[src/rtl/lsu.sv]
// Load/store unit: one data-memory access per request over a valid/ready bus.
// Lane steering for stores and extract/extend for loads; bad requests answer without a bus access.
module lsu (
   input  logic        clk,
   input  logic        rst_n,
   input  logic        req_valid,
   output logic        req_ready,
   input  logic        req_we,
   input  logic [2:0]  req_funct3,
   input  logic [31:0] req_addr,
   input  logic [31:0] req_wdata,
   output logic        mem_req_valid,
   input  logic        mem_req_ready,
   output logic [31:0] mem_addr,
   output logic        mem_we,
   output logic [31:0] mem_wdata,
   output logic [3:0]  mem_wmask,
   input  logic        mem_rsp_valid,
   input  logic [31:0] mem_rdata,
   output logic        rsp_valid,
   output logic [31:0] rsp_rdata,
   output logic        rsp_err,
   output logic [1:0]  dbg_state
);

   // Handshakes: a transfer occurs on a rising edge where valid && ready are both high;
   // valid and payload stay stable until then, and rsp_valid is never backpressured.
   localparam logic [1:0] S_IDLE = 2'd0;
   localparam logic [1:0] S_REQ  = 2'd1;
   localparam logic [1:0] S_WAIT = 2'd2;
   localparam logic [1:0] S_RESP = 2'd3;

   logic [1:0]  state_q, state_d;
   logic        we_q, we_d;
   logic [2:0]  funct3_q, funct3_d;
   logic [1:0]  off_q, off_d;
   logic [31:0] mem_addr_q, mem_addr_d;
   logic        mem_we_q, mem_we_d;
   logic [31:0] mem_wdata_q, mem_wdata_d;
   logic [3:0]  mem_wmask_q, mem_wmask_d;
   logic [31:0] rsp_rdata_q, rsp_rdata_d;
   logic        rsp_err_q, rsp_err_d;

   logic        illegal;
   logic        misaligned;
   logic [31:0] shifted;
   logic [31:0] extracted;

   always_comb begin
      illegal = 1'b0;
      case (req_funct3)
         3'b000, 3'b001, 3'b010: illegal = 1'b0;
         3'b100, 3'b101:         illegal = req_we;
         default:                illegal = 1'b1;
      endcase
      misaligned = ((req_funct3[1:0] == 2'b01) && req_addr[0]) ||
                   ((req_funct3[1:0] == 2'b10) && (req_addr[1:0] != 2'b00));
   end

   // Load field selection uses the offset captured at acceptance.
   always_comb begin
      shifted   = mem_rdata >> {off_q, 3'b000};
      extracted = 32'd0;
      case (funct3_q)
         3'b000:  extracted = {{24{shifted[7]}}, shifted[7:0]};
         3'b001:  extracted = {{16{shifted[15]}}, shifted[15:0]};
         3'b010:  extracted = shifted;
         3'b100:  extracted = {24'd0, shifted[7:0]};
         3'b101:  extracted = {16'd0, shifted[15:0]};
         default: extracted = 32'd0;
      endcase
   end

   always_comb begin
      state_d     = state_q;
      we_d        = we_q;
      funct3_d    = funct3_q;
      off_d       = off_q;
      mem_addr_d  = mem_addr_q;
      mem_we_d    = mem_we_q;
      mem_wdata_d = mem_wdata_q;
      mem_wmask_d = mem_wmask_q;
      rsp_rdata_d = rsp_rdata_q;
      rsp_err_d   = rsp_err_q;
      case (state_q)
         S_IDLE: begin
            if (req_valid) begin
               we_d        = req_we;
               funct3_d    = req_funct3;
               off_d       = req_addr[1:0];
               rsp_rdata_d = 32'd0;
               rsp_err_d   = illegal || misaligned;
               if (illegal || misaligned) begin
                  state_d = S_RESP;
               end else begin
                  state_d    = S_REQ;
                  mem_addr_d = {req_addr[31:2], 2'b00};
                  mem_we_d   = req_we;
                  case (req_funct3[1:0])
                     2'b00: begin
                        mem_wdata_d = {4{req_wdata[7:0]}};
                        mem_wmask_d = 4'b0001 << req_addr[1:0];
                     end
                     2'b01: begin
                        mem_wdata_d = {2{req_wdata[15:0]}};
                        mem_wmask_d = 4'b0011 << {req_addr[1], 1'b0};
                     end
                     default: begin
                        mem_wdata_d = req_wdata;
                        mem_wmask_d = 4'b1111;
                     end
                  endcase
                  if (!req_we) mem_wmask_d = 4'b0000;
               end
            end
         end
         S_REQ: begin
            if (mem_req_ready) state_d = S_WAIT;
         end
         S_WAIT: begin
            if (mem_rsp_valid) begin
               state_d = S_RESP;
               if (!we_q) rsp_rdata_d = extracted;
            end
         end
         default: state_d = S_IDLE;
      endcase
   end

   always_ff @(posedge clk or negedge rst_n) begin
      if (!rst_n) begin
         state_q     <= S_IDLE;
         we_q        <= 1'b0;
         funct3_q    <= 3'd0;
         off_q       <= 2'd0;
         mem_addr_q  <= 32'd0;
         mem_we_q    <= 1'b0;
         mem_wdata_q <= 32'd0;
         mem_wmask_q <= 4'd0;
         rsp_rdata_q <= 32'd0;
         rsp_err_q   <= 1'b0;
      end else begin
         state_q     <= state_d;
         we_q        <= we_d;
         funct3_q    <= funct3_d;
         off_q       <= off_d;
         mem_addr_q  <= mem_addr_d;
         mem_we_q    <= mem_we_d;
         mem_wdata_q <= mem_wdata_d;
         mem_wmask_q <= mem_wmask_d;
         rsp_rdata_q <= rsp_rdata_d;
         rsp_err_q   <= rsp_err_d;
      end
   end

   assign req_ready     = (state_q == S_IDLE);
   assign mem_req_valid = (state_q == S_REQ);
   assign rsp_valid     = (state_q == S_RESP);
   assign mem_addr      = mem_addr_q;
   assign mem_we        = mem_we_q;
   assign mem_wdata     = mem_wdata_q;
   assign mem_wmask     = mem_wmask_q;
   assign rsp_rdata     = rsp_rdata_q;
   assign rsp_err       = rsp_err_q;
   assign dbg_state     = state_q;

endmodule

[config.mk]
export PLATFORM = sky130hd
export DESIGN_NAME = lsu
export DESIGN_NICKNAME = d
export VERILOG_FILES = /design/src/rtl/lsu.sv
export SDC_FILE = /design/constraint.sdc
export NUM_CORES = 1
export LEC_CHECK = 0
export CAP_MARGIN = 20
export CORE_MARGIN = 4
export CORE_UTILIZATION = 40
export CTS_CLUSTER_SIZE = 28
export DETAILED_ROUTE_END_ITERATION = 10
export PLACE_DENSITY = 0.76
export SLEW_MARGIN = 10
export SYNTH_ARGS = -nofsm -noshare
export SYNTH_HDL_FRONTEND = slang
export SYNTH_SLANG_ARGS = --single-unit
[constraint.sdc]
create_clock -name clk -period 2.9 [get_ports clk]
set_input_delay 0.58 -clock clk [delete_from_list [all_inputs] [get_ports clk]]
set_output_delay 0.58 -clock clk [all_outputs]
set_load 0.05 [all_outputs]
==> results_dict.tcl, run 1 <==
set metrics [dict create \
    cts_setup_buffers 0 \
    async_reset_ff_frac 1.00 \
    drv_cap 0 \
    p_comb_frac 0.586 \
    grt_max_degree 81 \
    yosys_warnings 0 \
    grt_pass1_vias 4495 \
    vias 4193 \
    final-max-slew-violation-count 0 \
    fin_crit_ns 2.57 \
    pwr-share-seq 0.279 \
    clk_latency_ns 0.35 \
    r2r_slack_ns 0.74 \
    syn_inst 433 \
    post_drt_wl_per_cell_um 18.4 \
    viasPerCell 5.18 \
    synth_top_area_frac 0.540 \
    internal-power_w 0.00481 \
    timing.rr.end "mem_addr[10]$_DFFE_PN0P_" \
    port_buffers 209 \
    start_kind "flip-flop" \
    die_h_um 120 \
    yosysUniqueCellTypes 43 \
    gp_congestion 0.912 \
    r2r-start "dbg_state[0]$_DFFE_PN0P_" \
    leakagePower_nw 3.32 \
    synthFlopType "dfrtp_1" \
    drt-total-wl_um 14900 \
    grt_setup_unrepaired "false" \
    cts_tree "done" \
    ctsResizeCount 0 \
    outcome "completed" \
    slew_headroom 0.415 \
    yosysMostFrequentCell "dfrtp_1" \
    crit_path_end_kind "output port" \
    power_density_nw_per_um2 1220 \
    final_antenna_net_count 0 \
    switching_power_w 0.00448 \
    finalHoldViolCount 0 \
    die_x_um 120 \
    syn_area_um2 5010 \
    fin_area_um2 7590 \
    initial_utilization 0.413 \
    postCtsHoldBufs 0 \
    placed_area_um2 7290 \
    setup_violations 0 \
    avgSynthCellArea_um2 11.6 \
    grt_pass1_wl_um 23800 \
    path_clk_slew_ns 0.07 \
    dr.pass1.iters 4 \
    synth_top_area_cell "dfrtp_1" \
    ys_ff_latch 108 \
    grt_usage 0.210 \
    hp-class "primary input to async pin" \
    globalRouteOverflowTotal 0 \
    drc_errors 0 \
    swShare 0.483 \
    worstSetupPathType "flip-flop to output port" \
    cts_buffers 9 \
    drt_iter0_drc 352 \
    clockPowerShare 0.135 \
    cts_sinks 108 \
    rr_worst_depth 6 \
    max-vdd-ir-drop_mv 0.857 \
    fin_skew_ns 0.00741 \
    antenna_found_initial 0 \
    fin_setup_tns_ns 0 \
    synth_top_cells_by_count "dfrtp_1 (108), mux2_2 (52), nand2_1 (49), o21ai_0 (46), mux2i_1 (40)" \
    finalNetCount 746 \
    cp_data_arrival_time_ns 1.99 \
    syn2layout_area_growth_pct 51.6 \
    cts-root-buf "clkbuf_16" \
    clock_path_buffers 2 \
    antenna_cells 0 \
    yosys-top-cells-area "dfrtp_1 (54%), mux2_2 (12%), mux2i_1 (8.0%), o21ai_0 (4.6%), nand2_1 (3.7%)" \
    crit_fanout 6 \
    finalCritPeriodShare 0.886 \
    htreeDepth 3 \
    ys_seq_area_frac 0.540 \
    num_rows 40 \
    drive_gt1_frac 0.132 \
    synth-edff-count 0 \
    io_pins 212 \
    worstPathRequired_ns 2.32 \
    core_um2 12100 \
    max_clock_freq_mhz 389 \
    worst-slew-pin-transition_ns 0.875 \
    dp_hpwl_um 11100 \
    dieArea_um2 14400 \
    post-route-util 0.627 \
]
==> registers in the layout, summed over array words and instances, names as in the netlist <==
name	cells
funct3_q	3
dbg_state	2
mem_wdata	32
mem_wmask	4
mem_we	1
rsp_err	1
rsp_rdata	32
mem_addr	30
off_q	2
we_q	1
==> routing by layer <==
layer,routed length (µm),track usage,part of all wire
met5,0,0,0
met4,350,0.0823,0.024
met3,1600,0.0891,0.11
met2,6830,0.327,0.46
met1,6090,0.259,0.41
==> worst max path at each step <==
stage	start	to	depth (start not counted)
floorplan	dbg_state[0]$_DFFE_PN0P_	mem_addr[17]$_DFFE_PN0P_	7
global placement	req_we	mem_addr[24]$_DFFE_PN0P_	5
detailed placement	req_we	mem_addr[17]$_DFFE_PN0P_	5
CTS	dbg_state[0]$_DFFE_PN0P_	req_ready	3
global route	dbg_state[0]$_DFFE_PN0P_	req_ready	3
finish	dbg_state[0]$_DFFE_PN0P_	req_ready	3
==> through the flow <==
stage	hold slack (ns)	power [W]	cells	setup slack [ns]
final	0.297	0.00929	810	0.332
after global placement	0.462	0.00797	794	0.489
after global routing	0.370	0.00976	810	0.260
after floorplan	0.284	0.00614	434	0.247
after CTS	0.332	0.00937	810	0.314
after detailed placement	0.470	0.00807	794	0.383
==> logic make-up after synthesis <==
family	Yosys count	synth area share
DFF	108	0.540
other	1	0.000749
muxes	94	0.202
AOI/OAI and AO/OA	93	0.123
buffers and inverters	33	0.0312
and+or+nand+nor	100	0.0930
adders and majority gates	4	0.0100
==> critical path, stage by stage, from the launching register on <==
cell and delay, ns:
dfrtp_1 0.44, inv_1 0.11, ha_1 0.24, clkdlybuf4s50_1 0.85
==> area by class of cell <==
| type | instances | area [µm²] |
|---|---|---|
| fill | 1000 | 4520 |
| sequential | 108 | 2700 |
| timing repair buffer | 219 | 2190 |
| multi-input combinational | 293 | 2160 |
| clock buffer | 11 | 243 |
| tap | 168 | 210 |
| clock inverter | 5 | 60.1 |
| inverter | 6 | 22.5 |
==> power by group through the flow <==
stage                     combinational, W  sequential, W  clock, W
after global routing               0.00572        0.00268   0.00136
after detailed placement           0.00547        0.00261         0
after CTS                          0.00548        0.00260   0.00130
after global placement             0.00539        0.00258         0
final                              0.00544        0.00259   0.00125
after floorplan                    0.00140        0.00474         0
==> cell usage in the layout (no fill, tap or decap), types with 6 or more instances in the layout <==
cell type          n
o21ai_0           46
nor2_1            20
dfrtp_1          108
mux2i_1           40
a221o_1           16
a22o_1             7
a21oi_1           10
inv_1              6
and2_1             7
buf_4              9
mux2_2            52
nand2_1           49
clkbuf_16          9
clkdlybuf4s50_1  208
nand3_1            6
Note: power is estimated with default switching activity, not from simulation.
==> run 2: changes to the inputs <==
--- a/config.mk
+++ b/config.mk
@@ -5,12 +5,13 @@
 export SDC_FILE = /design/constraint.sdc
 export NUM_CORES = 1
 export LEC_CHECK = 0
+export ABC_CLOCK_PERIOD_IN_PS = 2900
 export CAP_MARGIN = 20
 export CORE_MARGIN = 4
-export CORE_UTILIZATION = 40
+export CORE_UTILIZATION = 46
 export CTS_CLUSTER_SIZE = 28
 export DETAILED_ROUTE_END_ITERATION = 10
-export PLACE_DENSITY = 0.76
+export PLACE_DENSITY = 0.86
 export SLEW_MARGIN = 10
 export SYNTH_ARGS = -nofsm -noshare
 export SYNTH_HDL_FRONTEND = slang
==> results_dict.tcl, run 2 (synthesis gave the netlist of run 1 again) <==
set metrics [dict create \
    outcome "completed" \
    leakagePower_nw 3.27 \
    r2r_slack_ns 0.65 \
    worstPathRequired_ns 2.32 \
    dp_hpwl_um 11200 \
    finalHoldViolCount 0 \
    drc_errors 0 \
    clock_path_buffers 2 \
    fin_skew_ns 0.00511 \
    mostFrequentLayoutCells "clkdlybuf4s50_1 (208), dfrtp_1 (108), mux2_2 (52)" \
    dieArea_um2 12600 \
    endpoint "req_ready" \
    max-vdd-ir-drop_mv 0.871 \
    htreeDepth 3 \
    syn2layout_area_growth_pct 48.9 \
    gp_congestion 0.803 \
    globalRouteOverflowTotal 0 \
    clockPowerShare 0.111 \
    drv_cap 0 \
    worstPathCellList "inv_1, ha_1, clkdlybuf4s50_1" \
    grt_max_degree 96 \
    power_density_nw_per_um2 1210 \
    fin_setup_tns_ns 0 \
    port_buffers 209 \
    max_clock_freq_mhz 387 \
    antenna_found_initial 0 \
    cts_setup_buffers 0 \
    hp-class "primary input to async pin" \
    post_drt_wl_per_cell_um 18.8 \
    top_layer "met4" \
    pwr-share-seq 0.286 \
    swShare 0.491 \
    rr_worst_depth 6 \
    worstSetupPathType "flip-flop to output port" \
    grt_pass1_wl_um 23800 \
    dr_wl_met3_um 1830 \
    start_kind "flip-flop" \
    cp_data_arrival_time_ns 2.00 \
    drive_gt1_frac 0.130 \
    setup_violations 0 \
    mostFrequentLayoutCell "clkdlybuf4s50_1" \
    cp_slowest_cell "clkdlybuf4s50_1" \
    cts_sinks 108 \
    switching_power_w 0.00444 \
    viasPerCell 5.38 \
    critPathLaunch "dbg_state[0]$_DFFE_PN0P_" \
    dr.pass1.iters 4 \
    wl_met1_um 5630 \
    internal-power_w 0.00460 \
    p_comb_frac 0.603 \
    fin_crit_ns 2.58 \
    fill_cells 752 \
    die_h_um 112 \
    crit_path_end_kind "output port" \
    grt_pass1_vias 4566 \
    final-max-slew-violation-count 0 \
    grt_setup_unrepaired "false" \
    grt_usage 0.234 \
    num_rows 37 \
    core_um2 10500 \
    post-route-util 0.713 \
    cts_tree "done" \
    routed-wl-met2_um 7020 \
    finalCritPeriodShare 0.891 \
    cts-root-buf "clkbuf_8" \
    die_x_um 112 \
    initial_utilization 0.478 \
    ctsResizeCount 0 \
    path_clk_slew_ns 0.09 \
    worst-slew-pin-transition_ns 1.03 \
    vias 4176 \
    io_pins 212 \
    finalNetCount 745 \
    antenna_cells 0 \
    critPathMaxStageDelay_ns 0.84 \
    drt_iter0_drc 236 \
    clk_latency_ns 0.35 \
    r2r-start "dbg_state[0]$_DFFE_PN0P_" \
    slew_headroom 0.310 \
    postCtsHoldBufs 0 \
    drt-total-wl_um 14600 \
    cts_buffers 9 \
    timing.rr.end "rsp_rdata[15]$_DFFE_PN0P_" \
    crit_fanout 6 \
    final_antenna_net_count 0 \
]
[run 2: per-layer routing]
layer,vias to the layer above,global-route usage
li1,1959,-
met1,2020,0.271
met2,186,0.392
met3,11,0.114
met4,0,0.0585
met5,-,0
[run 2: worst min-delay path by stage]
| stage | to |
|---|---|
| floorplan | dbg_state[0]$_DFFE_PN0P_ |
| global placement | mem_wdata[12]$_DFFE_PN0P_ |
| detailed placement | mem_wdata[26]$_DFFE_PN0P_ |
| CTS | rsp_rdata[22]$_DFFE_PN0P_ |
| global route | rsp_rdata[21]$_DFFE_PN0P_ |
| finish | rsp_rdata[22]$_DFFE_PN0P_ |
[run 2: worst max-delay path, delay by kind of cell, from the launching register on]
kind / cells / cell delay [ns]
flops: 1 / 0.44
buf+inv: 2 / 0.95
fa+ha+maj: 1 / 0.26
[run 2: power by group through the flow]
stage	Clock [W]	Combinational (W)	Sequential [W]
global route	0.00109	0.00574	0.00268
global placement	0	0.00539	0.00256
floorplan	0	0.00140	0.00474
CTS	0.00103	0.00550	0.00259
finish	0.000999	0.00545	0.00258
detailed placement	0	0.00548	0.00261
[run 2: layout make-up]
| type | count | area [µm²] | share of cell area |
|---|---|---|---|
| Multi-Input combinational cell | 293 | 2160 | 0.290 |
| Tap cell | 136 | 170 | 0.0228 |
| Clock buffer | 11 | 141 | 0.0190 |
| Clock inverter | 4 | 73.8 | 0.00990 |
| Sequential cell | 108 | 2700 | 0.363 |
| Inverter | 6 | 22.5 | 0.00302 |
| Timing Repair Buffer | 218 | 2180 | 0.293 |
[run 2: stage by stage]
stage	hold slack [ns]	setup WS [ns]	instance area [µm²]	power [W]	cells
final	0.226	0.317	7450	0.00904	776
after global routing	0.249	0.199	7450	0.00950	776
after CTS	0.241	0.297	7450	0.00911	776
after detailed placement	0.469	0.415	7240	0.00809	761
after global placement	0.462	0.474	7240	0.00795	761
after floorplan	0.284	0.247	5010	0.00614	434
==> run 3: changes to the inputs <==
--- a/config.mk
+++ b/config.mk
@@ -9,6 +9,7 @@
 export CAP_MARGIN = 20
 export CORE_MARGIN = 4
 export CORE_UTILIZATION = 46
+export CTS_CLUSTER_DIAMETER = 150
 export CTS_CLUSTER_SIZE = 28
 export DETAILED_ROUTE_END_ITERATION = 10
 export PLACE_DENSITY = 0.86
==> results of run 3 <==
The final DEF is identical to that of run 2; final timing and power are the same.
